<file path="config.mk">
export PLATFORM = sky130hd
export DESIGN_NAME = input_conditioner_flat
export DESIGN_NICKNAME = d
export VERILOG_FILES = /design/src/rtl/input_conditioner_if.sv /design/src/rtl/input_conditioner.sv /design/src/flat_wrapper.sv
export SDC_FILE = /design/constraint.sdc
export NUM_CORES = 1
export LEC_CHECK = 0
export ABC_AREA = 1
export BUFFER_PORTS_ARGS = -buffer_cell sky130_fd_sc_hd__buf_2
export CAP_MARGIN = 10
export CORE_ASPECT_RATIO = 0.5
export CORE_MARGIN = 10
export CORE_UTILIZATION = 30
export DETAILED_ROUTE_END_ITERATION = 7
export PLACE_DENSITY = 0.58
export SYNTH_ARGS = -nofsm -noshare
export SYNTH_HDL_FRONTEND = slang
export SYNTH_SLANG_ARGS = --single-unit
</file>
<file path="constraint.sdc">
create_clock -name clk -period 1.5 [get_ports clk]
set_input_delay 0.3 -clock clk [delete_from_list [all_inputs] [get_ports clk]]
set_output_delay 0.3 -clock clk [all_outputs]
set_load 0.1 [all_outputs]
</file>
<file path="src/rtl/input_conditioner_if.sv">
// Button-in / command-out bundle between the raw button pins and the fsm stage.
// slave = conditioner side, master = pin/consumer side.
interface input_conditioner_if;
  logic [2:0] btn_raw;
  logic [2:0] user_input;
  logic [2:0] press_pulse;
  logic       cmd_valid;
  logic [1:0] cmd_code;

  modport master (
    output btn_raw,
    input  user_input,
    input  press_pulse,
    input  cmd_valid,
    input  cmd_code
  );

  modport slave (
    input  btn_raw,
    output user_input,
    output press_pulse,
    output cmd_valid,
    output cmd_code
  );
endinterface

</file>
<file path="src/rtl/input_conditioner.sv">
// Syncs and debounces 3 button lines into user_input (SYNC_STAGES+DEBOUNCE_CYCLES lag), then one-cycle press pulses + priority cmd strobe.
// Free-running strobes, no backpressure. Define INPUT_COND_REPEAT_EN for held-button auto-repeat.
module input_conditioner #(
  parameter int SYNC_STAGES     = 2,
  parameter int DEBOUNCE_CYCLES = 16,
  parameter int REPEAT_DELAY    = 64,
  parameter int REPEAT_PERIOD   = 16
) (
  input  logic               clk,
  input  logic               rst_n,
  input_conditioner_if.slave bus
);

  localparam int              DB_W    = $clog2(DEBOUNCE_CYCLES);
  localparam logic [DB_W-1:0] DB_LAST = DB_W'(DEBOUNCE_CYCLES - 1);

  if (SYNC_STAGES < 2 || DEBOUNCE_CYCLES < 2 || REPEAT_DELAY < 1 || REPEAT_PERIOD < 1) begin : g_bad_params
    $error("input_conditioner: illegal parameter set");
  end

  logic [SYNC_STAGES-1:0][2:0] sync_q, sync_d;
  logic [2:0]                  sync_s;
  logic [2:0][DB_W-1:0]        db_cnt_q, db_cnt_d;
  logic [2:0]                  level_q, level_d;
  logic [2:0]                  level_dly_q, level_dly_d;
  logic [2:0]                  rise;
  logic [2:0]                  pulse_q, pulse_d;
  logic                        cmd_valid_q, cmd_valid_d;
  logic [1:0]                  cmd_code_q, cmd_code_d;

  assign sync_s = sync_q[SYNC_STAGES-1];

  always_comb begin
    sync_d = {sync_q[SYNC_STAGES-2:0], bus.btn_raw};
  end

  // Any sample matching the stable level wipes the count: glitches earn no partial credit.
  always_comb begin
    level_d  = level_q;
    db_cnt_d = db_cnt_q;
    for (int i = 0; i < 3; i++) begin
      if (sync_s[i] == level_q[i]) begin
        db_cnt_d[i] = '0;
      end else if (db_cnt_q[i] == DB_LAST) begin
        db_cnt_d[i] = '0;
        level_d[i]  = ~level_q[i];
      end else begin
        db_cnt_d[i] = db_cnt_q[i] + 1'b1;
      end
    end
  end

  always_comb begin
    level_dly_d = level_q;
    rise        = level_q & ~level_dly_q;
  end

`ifdef INPUT_COND_REPEAT_EN
  localparam int               RPT_MAX   = (REPEAT_DELAY > REPEAT_PERIOD) ? REPEAT_DELAY : REPEAT_PERIOD;
  localparam int               RPT_W     = $clog2(RPT_MAX + 1);
  localparam logic [RPT_W-1:0] RPT_FIRST = RPT_W'(REPEAT_DELAY);
  localparam logic [RPT_W-1:0] RPT_NEXT  = RPT_W'(REPEAT_PERIOD);

  logic [2:0][RPT_W-1:0] rpt_cnt_q, rpt_cnt_d;
  logic [2:0]            rpt_armed_q, rpt_armed_d;
  logic [2:0]            rpt_fire;

  // Count restarts at 1 on every emitted pulse, so a match at N lands the next pulse N cycles later.
  always_comb begin
    rpt_cnt_d   = rpt_cnt_q;
    rpt_armed_d = rpt_armed_q;
    rpt_fire    = '0;
    for (int i = 0; i < 3; i++) begin
      if (!level_q[i]) begin
        rpt_cnt_d[i]   = '0;
        rpt_armed_d[i] = 1'b0;
      end else if (rise[i]) begin
        rpt_cnt_d[i]   = RPT_W'(1);
        rpt_armed_d[i] = 1'b0;
      end else if (rpt_cnt_q[i] != '0) begin
        if (rpt_cnt_q[i] == (rpt_armed_q[i] ? RPT_NEXT : RPT_FIRST)) begin
          rpt_fire[i]    = 1'b1;
          rpt_cnt_d[i]   = RPT_W'(1);
          rpt_armed_d[i] = 1'b1;
        end else begin
          rpt_cnt_d[i] = rpt_cnt_q[i] + 1'b1;
        end
      end
    end
  end

  always_ff @(posedge clk or negedge rst_n) begin
    if (!rst_n) begin
      rpt_cnt_q   <= '0;
      rpt_armed_q <= '0;
    end else begin
      rpt_cnt_q   <= rpt_cnt_d;
      rpt_armed_q <= rpt_armed_d;
    end
  end

  always_comb begin
    pulse_d = rise | rpt_fire;
  end
`else
  always_comb begin
    pulse_d = rise;
  end
`endif

  always_comb begin
    cmd_valid_d = |pulse_d;
    cmd_code_d  = 2'd0;
    if (pulse_d[0]) begin
      cmd_code_d = 2'd0;
    end else if (pulse_d[1]) begin
      cmd_code_d = 2'd1;
    end else if (pulse_d[2]) begin
      cmd_code_d = 2'd2;
    end
  end

  always_ff @(posedge clk or negedge rst_n) begin
    if (!rst_n) begin
      sync_q      <= '0;
      db_cnt_q    <= '0;
      level_q     <= '0;
      level_dly_q <= '0;
      pulse_q     <= '0;
      cmd_valid_q <= 1'b0;
      cmd_code_q  <= 2'd0;
    end else begin
      sync_q      <= sync_d;
      db_cnt_q    <= db_cnt_d;
      level_q     <= level_d;
      level_dly_q <= level_dly_d;
      pulse_q     <= pulse_d;
      cmd_valid_q <= cmd_valid_d;
      cmd_code_q  <= cmd_code_d;
    end
  end

  assign bus.user_input  = level_q;
  assign bus.press_pulse = pulse_q;
  assign bus.cmd_valid   = cmd_valid_q;
  assign bus.cmd_code    = cmd_code_q;

endmodule

</file>
<file path="src/flat_wrapper.sv">
// flat-port wrapper written by rule: the top's interface ports become plain ports
module input_conditioner_flat 
#(
  parameter int SYNC_STAGES     = 2,
  parameter int DEBOUNCE_CYCLES = 16,
  parameter int REPEAT_DELAY    = 64,
  parameter int REPEAT_PERIOD   = 16
)
  (clk, rst_n, bus_btn_raw, bus_user_input, bus_press_pulse, bus_cmd_valid, bus_cmd_code);
  input_conditioner_if bus_i ();
  input  logic clk;
  input  logic rst_n;
  input wire logic [$bits(bus_i.btn_raw)-1:0] bus_btn_raw;
  output wire logic [$bits(bus_i.user_input)-1:0] bus_user_input;
  output wire logic [$bits(bus_i.press_pulse)-1:0] bus_press_pulse;
  output wire logic [$bits(bus_i.cmd_valid)-1:0] bus_cmd_valid;
  output wire logic [$bits(bus_i.cmd_code)-1:0] bus_cmd_code;
  assign bus_i.btn_raw = bus_btn_raw;
  assign bus_user_input = bus_i.user_input;
  assign bus_press_pulse = bus_i.press_pulse;
  assign bus_cmd_valid = bus_i.cmd_valid;
  assign bus_cmd_code = bus_i.cmd_code;
  input_conditioner #(.SYNC_STAGES(SYNC_STAGES), .DEBOUNCE_CYCLES(DEBOUNCE_CYCLES), .REPEAT_DELAY(REPEAT_DELAY), .REPEAT_PERIOD(REPEAT_PERIOD)) u_core (.clk(clk), .rst_n(rst_n), .bus(bus_i));
endmodule
</file>
# Word-level counts from Yosys, hierarchy flattened
# Cells that the tools add are included.
[word_totals]
ff_bits = 30
inputBits = 5
elab_cells = 42
[op_classes]
eq_ne = 6
add_sub_neg = 3
mux = 9
n_reduce_logical = 4
bitwise = 8
[op_table]
columns = ["op", "n"]
rows = [
  ["two-way mux 4 bit", 6],
  ["adder 4 x 1 -> 4 bit, second input constant", 3],
  ["== test 4 bit, second input constant", 3],
  ["two-way mux 2 bit", 3],
  ["inverter 1 bit", 6],
  ["AND reduction 2 bit", 3],
  ["AND 3 bit", 1],
  ["== test 1 bit", 3],
  ["inverter 3 bit", 1],
  ["OR reduction 3 bit", 1],
]

# Longest topological paths before layout
[logic_depth]
ltp_word = 5
depth_mapped = 4
ltp_nobuf = 4

# Worst setup path after synthesis
# No wires, ideal clock.
[synth_path]
kind = "register -> register"
start = "reg u_core.level_q[2], in the netlist u_core.bus.user_input[2]"
end = "reg u_core.cmd_code_q[1], in the netlist u_core.bus.cmd_code[1]"
path_slack_ns = 0.033
t_arrival_ns = 1.398
setup_ns = 0.069
path_stages_with_launch = 4
period_less_slack_ns = 1.467
required_ns = 1.431
cell_sequence = "dfrtp_1 inv_1 or2_4 nor2_2"
[synth_between]
elab_chain_cells = 4
[synth_lines]
columns = ["element", "line", "source"]
rows = [
  ["from (decl)", "input_conditioner.sv:24", "logic [2:0] level_q, level_d;"],
  ["from (signal assigned)", "input_conditioner.sv:135", "level_q <= level_d;"],
  ["AND 3 bit", "input_conditioner.sv:55", "rise = level_q & ~level_dly_q;"],
  ["two-way mux 2 bit", "input_conditioner.sv:118", "end else if (pulse_d[2]) begin"],
  ["two-way mux 2 bit", "input_conditioner.sv:116", "end else if (pulse_d[1]) begin"],
  ["two-way mux 2 bit", "input_conditioner.sv:114", "if (pulse_d[0]) begin"],
  ["net u_core.cmd_code_d[1]", "input_conditioner.sv:29", "logic [1:0] cmd_code_q, cmd_code_d;"],
  ["to (signal assigned)", "input_conditioner.sv:139", "cmd_code_q <= cmd_code_d;"],
  ["to (decl)", "input_conditioner.sv:29", ""],
]
# The timed path passes the listed nets, and every way through them passes these cells.
# A chain may end at the register's enable or synchronous reset.

# Worst setup path after layout
[layout_path]
start = "reg u_core.level_q[0], in the netlist u_core.bus.user_input[0]"
end = "out bus_user_input[0]"
[layout_lines]
columns = ["element", "line", "source"]
rows = [
  ["to (decl)", "flat_wrapper.sv:14", "output wire logic [$bits(bus_i.user_input)-1:0] bus_user_input;"],
]
# No word-level cell between the ends.

==> qor.csv <==
stage,metric,value,unit
run_status,status,finished clean,
final_layout,final cell count without fillers,176,
setup_path,Worst setup EP type,output pin,
setup_path,critical path cell sequence,buf_2,
placement,routability cong.,0.736,
detailed_routing,met2 WL,857,um
setup_path,Critical Path Slowest Stage Cell,buf_2,
timing,fin crit share,0.960,
timing,min cycle time layout,1.44,ns
final_layout,Fillers,357,
floorplanning,standard-cell rows,15,
clock_network,Clock Latency Late Sink,0.27,ns
detailed_routing,antenna-violating nets left,0,
floorplanning,Die Y,62.9,um
final_layout,final instance area,1330,um2
power,peak supply drop,0.346,mV
clock_network,CTS tree,yes,
setup_path,crit path buf inv count,1,
clock_network,Hold Buf Count CTS,0,
floorplanning,chip width,106,um
timing,Tightest Pin Transition,0.661,ns
global_routing,pin count of the biggest net entering global routing,31,
power,NetSw,0.328,mW
clock_network,Worst-path clk slew,0.06,ns
placement,Post-Place Cell Area,1250,um2
global_routing,vias in the first global route,650,
timing,unrepaired setup endpoints after global routing,false,
final_layout,Final Util,0.380,
power,part of the power in registers,0.569,
final_layout,"commonest non-fill, non-tap cell in the layout",dfrtp_1,
synth,Synth cell types,11,
clock_network,setup bufs post-CTS,0,
timing,setup TNS,0,ns
timing,Hold Worst Slack,0.0558,ns
power,combinational power share,0.046,
clock_network,H-tree depth,2,
detailed_routing,DR top layer,met4,
worst_hold_path,HP Class,input pin to asynchronous set/reset pin,
setup_path,R2R Path Start,u_core.db_cnt_q[8],
floorplanning,Die ar.,6660,um2
detailed_routing,Pre-Repair DR Iteration Count,4,
final_layout,ANT cells,0,
setup_path,CP Max Fanout,6,
synth,synthesized instance count,105,
setup_path,Crit path largest cell delay,0.46,ns
detailed_routing,DR vias,699,
synth,Syn Nets,113,
global_routing,initial antenna violation count,0,
clock_network,Max Buffers Root-to-Sink,2,
clock_network,clk root buf,clkbuf_8,
synth,Synth Cell Area,1100,um2
placement,hpwl dp,1220,um
global_routing,GRT Util Overall,0.0589,
power,cell internal pwr,1.18,mW
timing,final hold vios,0,
setup_path,reg2reg end,u_core.db_cnt_q[11],
timing,f_max,0.694,GHz
synth,Syn. warnings,0,
clock_network,clock sinks,30,
placement,post-place setup slack,0.343,ns
placement,Placed Cells incl. Taps,169,
setup_path,"delay-heaviest family, CP",buffers and inverters,
timing,Final Max Slew Viols,0,
detailed_routing,final WL,1730,um
clock_network,CTS buffer count,5,
timing,setup slack after layout,0.0601,ns
synth,Seq cells post-synth,30,
setup_path,Reg2Reg Depth,4,
floorplanning,io pins,14,
job,max_cap viols,0,
setup_path,R2R Setup Slk,0.46,ns
detailed_routing,routed len/inst,9.83,um
global_routing,first-pass GRT wire length,2990,um
final_layout,most frequent cells in the layout,"dfrtp_1, nand2_1, inv_1, nor2_1, buf_2",
detailed_routing,wire length on met3,109,um
power,pwr dens,1140,nW/um2
final_layout,nets@finish,133,
placement,PortBufs,13,
setup_path,arrival time at the worst endpoint,1.14,ns
floorplanning,Initial Util,0.316,
global_routing,grt ovf,0,
final_layout,layout cells sized above 1,0.160,
clock_network,CTS-repair resized insts,0,
timing,Max-Slew Margin vs Limit,0.559,
timing,# setup viols final,0,
detailed_routing,M1 WL,722,um
power,overall power,1.51,mW
synth,sequential area share after synthesis,0.680,
timing,clock skew,0.00270,ns
power,Leak,0.716,nW
detailed_routing,DRC Markers,0,
detailed_routing,Vias/cell,3.97,
final_layout,area grow syn2layout,19.9,%
power,Clock power frac,0.385,
setup_path,WP data required,1.20,ns
power,Sw Ratio,0.217,
floorplanning,Core ar.,3490,um2
synth,Avg Inst Size Synth,10.5,um2
setup_path,CP Class,flop to output pin,
setup_path,Worst setup SP type,flop,
detailed_routing,Iteration-0 DRC Markers,18,
-- layout make-up --
cell class | count | area [um2] | share of cell area
clock buffer | 7 | 76.3 | 0.0576
tap | 51 | 63.8 | 0.0482
inverter | 17 | 63.8 | 0.0482
sequential | 30 | 751 | 0.567
timing repair buffer | 13 | 80.1 | 0.0604
multi-input combinational | 58 | 290 | 0.219
-- kinds of logic after synthesis --
logic type                 Yosys count  share of synthesized area
AOI/OAI and AO/OA                    3                     0.0136
xor gates and xnor gates             3                     0.0238
adders and majority gates            3                     0.0340
buffers and inverters               17                     0.0578
DFF                                 30                      0.680
and+or+nand+nor                     49                      0.191
-- worst max-delay path by stage --
stage	startpoint	end	slack, ns	cells after the start
floorplan	u_core.bus.user_input[2]	u_core.bus.cmd_code[1]	0.03	3
global placement	u_core.bus.user_input[0]	bus_user_input[0]	0.37	1
detailed placement	u_core.bus.user_input[0]	bus_user_input[0]	0.34	1
CTS	u_core.bus.user_input[0]	bus_user_input[0]	0.04	1
global route	u_core.bus.user_input[2]	bus_user_input[2]	0.009	1
finish	u_core.bus.user_input[0]	bus_user_input[0]	0.06	1
-- routing by layer --
| metal | vias to the layer above | GRT usage |
|---|---|---|
| met2 | 13 | 0.0836 |
| met3 | 5 | 0.0288 |
| met4 | 0 | 0.0554 |
| met5 | - | 0 |
| li1 | 359 | - |
| met1 | 322 | 0.0628 |
-- power groups by stage --
stage | sequential, mW | clock, mW | combinational, mW
finish | 0.860 | 0.581 | 0.0693
global route | 0.864 | 0.649 | 0.0845
CTS | 0.860 | 0.613 | 0.0717
detailed placement | 0.874 | 0 | 0.0714
global placement | 0.873 | 0 | 0.0698
floorplan | 0.872 | 0 | 0.0403
-- registers in the layout, summed over array words and instances (netlist names) --
name	count
u_core.bus.user_input	3
u_core.bus.cmd_valid	1
u_core.bus.cmd_code	2
u_core.level_dly_q	3
u_core.sync_d	3
u_core.db_cnt_q	12
u_core.sync_s	3
u_core.bus.press_pulse	3
-- cells in the mapped netlist (all sizes together) --
| master | instances | area (um2) |
|---|---|---|
| or2 | 1 | 8.76 |
| inv | 17 | 63.8 |
| o21ai | 3 | 15.0 |
| dfrtp | 30 | 751 |
| nand4 | 3 | 18.8 |
| ha | 3 | 37.5 |
| xnor2 | 3 | 26.3 |
| nand3 | 10 | 50.1 |
| nand2 | 21 | 78.8 |
| nor2 | 14 | 55.1 |
(Power assumes the default switching activity.)
